`config.mk`:
```
export PLATFORM = sky130hd
export DESIGN_NAME = ex_mem_skid
export DESIGN_NICKNAME = d
export VERILOG_FILES = /design/src/rtl/ex_mem_skid.sv
export SDC_FILE = /design/constraint.sdc
export NUM_CORES = 1
export LEC_CHECK = 0
export ABC_CLOCK_PERIOD_IN_PS = 3500
export CORE_MARGIN = 10
export CORE_UTILIZATION = 29
export CTS_CLUSTER_DIAMETER = 30
export DETAILED_ROUTE_END_ITERATION = 10
export GPL_TIMING_DRIVEN = 0
export HOLD_SLACK_MARGIN = 0.08
export PLACE_DENSITY = 0.49
export SYNTH_ARGS = -nofsm -noshare
export SYNTH_HDL_FRONTEND = slang
export SYNTH_SLANG_ARGS = --single-unit
```
`constraint.sdc`:
```
create_clock -name clk_i -period 3.5 [get_ports clk_i]
set_clock_uncertainty 0.1 [all_clocks]
set_input_delay 0.875 -clock clk_i [delete_from_list [all_inputs] [get_ports clk_i]]
set_output_delay 0.875 -clock clk_i [all_outputs]
set_load 0.02 [all_outputs]
```
`src/rtl/ex_mem_skid.sv`:
```
// ex_mem_skid: two-entry skid buffer between the EX and MEM pipeline stages.
// HEAD drives the MEM-side outputs and SKID holds a younger entry. ex_ready_o
// depends only on registered state, which breaks the combinational ready path
// from MEM back to EX.
module ex_mem_skid #(
    parameter int DATA_W = 32
) (
    input  logic              clk_i,
    input  logic              rst_i,
    input  logic              ex_valid_i,
    output logic              ex_ready_o,
    input  logic [DATA_W-1:0] ex_alu_result_i,
    input  logic [DATA_W-1:0] ex_rs2_data_i,
    input  logic [DATA_W-1:0] ex_pc_i,
    input  logic [4:0]        ex_rd_addr_i,
    input  logic              ex_rd_wren_i,
    input  logic              ex_mem_wren_i,
    input  logic              ex_mem_rden_i,
    input  logic              flush_i,
    input  logic              mem_ready_i,
    output logic              mem_valid_o,
    output logic [DATA_W-1:0] mem_alu_result_o,
    output logic [DATA_W-1:0] mem_rs2_data_o,
    output logic [DATA_W-1:0] mem_pc_o,
    output logic [4:0]        mem_rd_addr_o,
    output logic              mem_rd_wren_o,
    output logic              mem_mem_wren_o,
    output logic              mem_mem_rden_o,
    output logic [31:0]       busy_rd_mask_o,
    output logic [1:0]        occupancy_o
);

    // Entry layout, MSB first: alu_result, rs2_data, pc, rd_addr, rd_wren, mem_wren, mem_rden
    localparam int ENTRY_W = 3 * DATA_W + 8;

    typedef enum logic [1:0] {
        EMPTY = 2'd0,
        ONE   = 2'd1,
        FULL  = 2'd2
    } state_t;

    state_t             state_reg;
    logic [ENTRY_W-1:0] head_reg;
    logic [ENTRY_W-1:0] skid_reg;
    logic [ENTRY_W-1:0] in_entry;
    logic               accept;
    logic               pop;
    logic               head_valid;
    logic               skid_valid;

    // x0 is never a real destination, so its write enable is dropped on entry
    assign in_entry = {ex_alu_result_i, ex_rs2_data_i, ex_pc_i, ex_rd_addr_i,
                       ex_rd_wren_i & (ex_rd_addr_i != 5'd0),
                       ex_mem_wren_i, ex_mem_rden_i};

    assign head_valid = (state_reg != EMPTY);
    assign skid_valid = (state_reg == FULL);
    assign ex_ready_o = (state_reg != FULL);
    assign accept     = ex_valid_i & ex_ready_o;
    assign pop        = head_valid & mem_ready_i;

    // Occupancy state and entry storage; reset beats flush, and flush beats accept/pop
    always_ff @(posedge clk_i) begin
        if (rst_i) begin
            state_reg <= EMPTY;
            head_reg  <= '0;
            skid_reg  <= '0;
        end else if (flush_i) begin
            state_reg <= EMPTY;
        end else begin
            case (state_reg)
                EMPTY: begin
                    if (accept) begin
                        head_reg  <= in_entry;
                        state_reg <= ONE;
                    end
                end
                ONE: begin
                    if (accept && pop) begin
                        head_reg <= in_entry;
                    end else if (accept) begin
                        skid_reg  <= in_entry;
                        state_reg <= FULL;
                    end else if (pop) begin
                        state_reg <= EMPTY;
                    end
                end
                FULL: begin
                    if (pop) begin
                        head_reg  <= skid_reg;
                        state_reg <= ONE;
                    end
                end
                default: state_reg <= EMPTY;
            endcase
        end
    end

    // Head fields drive MEM; control strobes are masked whenever the head is empty
    assign mem_valid_o      = head_valid;
    assign mem_alu_result_o = head_reg[ENTRY_W-1 -: DATA_W];
    assign mem_rs2_data_o   = head_reg[2*DATA_W+7 -: DATA_W];
    assign mem_pc_o         = head_reg[DATA_W+7 -: DATA_W];
    assign mem_rd_addr_o    = head_reg[7:3];
    assign mem_rd_wren_o    = head_valid & head_reg[2];
    assign mem_mem_wren_o   = head_valid & head_reg[1];
    assign mem_mem_rden_o   = head_valid & head_reg[0];

    assign occupancy_o = {skid_valid, head_valid & ~skid_valid};

    // Pending-write scoreboard bits for the hazard unit; register 0 is never busy
    assign busy_rd_mask_o[0] = 1'b0;
    generate
        for (genvar gi = 1; gi < 32; gi++) begin : g_busy
            assign busy_rd_mask_o[gi] =
                (head_valid & head_reg[2] & (head_reg[7:3] == 5'(gi))) |
                (skid_valid & skid_reg[2] & (skid_reg[7:3] == 5'(gi)));
        end
    endgenerate

endmodule

```
==> impl_metrics.csv <==
group,metric,value,unit
synthesis,dominantRegCellSynth,"dfxtp_1",
cts,cts.htree.levels,2,
critical_path,crit_start,"state_reg[1]",
cells_and_area,fill_cells,3382,
synthesis,ys_seq_elements,210,
critical_path,r2r-end,"skid_reg[93]",
placement,post-place-cells,1934,
sta,slew_viol_final,0,
sta,tns,0,ps
synthesis,syn_avg_cell_area,8.00,um2
outcome,outcome,"finished, final reports clean",
sta,period_minus_slack,3380,ps
critical_path,rrSetupSlack,1350,ps
critical_path,critPathMaxFanout,8,
synthesis,syn_area,9920,um2
pwr,ir_drop,0.000344,V
cts,cts_buffers,56,
sta,min_period_over_period,96.6,%
routing,ant_nets,0,
pwr,power_density,592,nW/um2
sta,rsz0062_at_grt,"false",
critical_path,r2r-start,"state_reg[1]",
routing,dr.pass1.iters,5,
job,drv_cap,0,
cts,cts.sinks,210,
placement,port_buffers,246,
cts,cts.path.max_buffers,3,
routing,routedWlPerCell,17.6,um
cts,path_clk_slew,40,ps
cts,cts_tree,"done",
cells_and_area,final_nets,1653,
synthesis,ys_seq_area_share,42.4,%
critical_path,crit_arrival,2410,ps
placement,gp_congestion,0.815,
critical_path,endpoint_kind,"output pin",
min_path,whs_path_depth,2,
die,io_pins,249,
sta,max_slew_margin,39.4,%
routing,vias_per_cell,4.71,
routing,drtIter0Drc,426,
cts,root_buffer,"clkbuf_16",
cells_and_area,layout_commonest_cell,"nand2_1",
sta,finalHoldViolations,0,
global_routing,antenna_found_initial,7,
critical_path,rr_worst_depth,6,
die,row_count,67,
placement,hpwl,25600,um
cts,clock_latency,550,ps
cts,holdBufCountCts,0,
cells_and_area,stdcell_area,14900,um2
critical_path,path_class,"reg -> out",
die,start_util,29.5,%
die,die_x,205,um
synthesis,synth_nets,1349,
synthesis,synthCells,1240,
sta,worst_pin_slew,908,ps
global_routing,grtUsageTotal,16.5,%
global_routing,overflow,0,
critical_path,required,2520,ps
placement,placed_area,12900,um2
cells_and_area,instances_no_fill,2038,
synthesis,synthArstFlopShare,0,%
critical_path,start_kind,"flip-flop",
global_routing,grt_first_pass_wirelength,55400,um
routing,wirelength,35900,um
cells_and_area,syn2layout_area_growth,50.7,%
synthesis,synth-edff-count,0,
sta,max_freq,0.296,GHz
die,die_h,205,um
pwr,p_leak,5.54,nW
global_routing,grt_max_degree,16,
cells_and_area,final_cell_mix,"nand2_1 (424), clkdlybuf4s50_1 (215), a21oi_1 (210), dfxtp_1 (210), buf_4 (104)",
cells_and_area,drive_gt1_share,21.1,%
cells_and_area,post-route-util,44.5,%
routing,routed-via-count,9608,
routing,drc,0,
sta,setup_viol,0,
min_path,min_path_type,"reg -> reg",
critical_path,critPathCapture,"busy_rd_mask_o[8]",
die,dieArea,42000,um2
synthesis,synth_cell_type_count,31,
die,core,33600,um2
synthesis,yosys_warnings,0,
global_routing,grt_pass1_vias,9737,
-- cells in the mapped netlist, drive strengths merged (4+ instances only) --
cell	n	area (um2)
nand2	425	1600
a21oi	210	1050
dfxtp	210	4200
buf	154	1070
a311oi	104	1290
clkbuf	56	210
o22ai	31	194
nand2b	11	68.8
nand3	6	30.0
nor2b	6	37.5
nor2	4	15.0
or3	4	25.0
-- layout make-up --
class	instances	area (um2)	share of cell area, %
Buffer	210	1290	8.61
Antenna cell	2	5.00	0.0335
Clock inverter	29	425	2.85
Clock buffer	73	1580	10.5
Timing Repair Buffer	246	2440	16.3
Tap cell	448	561	3.75
Sequential cell	210	4200	28.1
Multi-Input combinational cell	817	4440	29.7
Inverter	3	16.3	0.109
-- worst min path at each step --
stage,from,end
after floorplan,skid_reg[0],skid_reg[0]
after global placement,skid_reg[89],skid_reg[89]
after detailed placement,skid_reg[98],skid_reg[98]
after CTS,skid_reg[28],skid_reg[28]
after global routing,skid_reg[33],skid_reg[33]
final,skid_reg[33],skid_reg[33]
-- power breakdown --
group / switching (mW) / total [mW] / internal, mW
logic: 0.482 / 0.965 / 0.483
clock network: 1.54 / 5.33 / 3.79
registers: 0.0605 / 2.56 / 2.50
total: 2.08 / 8.85 / 6.77
-- worst max-delay path, cell delays in order, from the launching register on --
cell             delay [ps]
dfxtp_1                 440
nand2b_1                 70
buf_2                   200
inv_6                   130
nand2_2                 100
or3_4                   410
o22ai_1                 210
clkdlybuf4s15_2         290
-- per-layer routing --
| metal | wire length (um) | up-vias | GRT usage [%] |
|---|---|---|---|
| li1 | - | 4804 | - |
| met1 | 16200 | 4440 | 21.0 |
| met2 | 16500 | 286 | 26.7 |
| met3 | 2360 | 68 | 4.41 |
| met4 | 794 | 10 | 4.86 |
| met5 | 53 | - | 0 |
-- logic make-up after synthesis --
family / synth area share [%]
buf+inv: 13.0
mux: 0.101
simple gates: 18.7
other cells: 0.0378
compound gates: 25.8
flops: 42.4
-- through the flow --
stage / worst slack (ps) / power, mW / hold WS, ps
6_report: 119 / 8.85 / 351
5_1_grt: 1.02 / 9.17 / 365
4_1_cts: -8.87 / 8.96 / 352
3_5_place_dp: 77.1 / 3.58 / 347
3_3_place_gp: 89.0 / 3.57 / 341
2_1_floorplan: 941 / 3.13 / 337
-- what timing repair did --
item,CTS,global route
setup endpoints to repair,33,19
pin swaps,0,0
gates resized for setup,64,12
setup buffers,0,0
(Power assumes the default switching activity.)
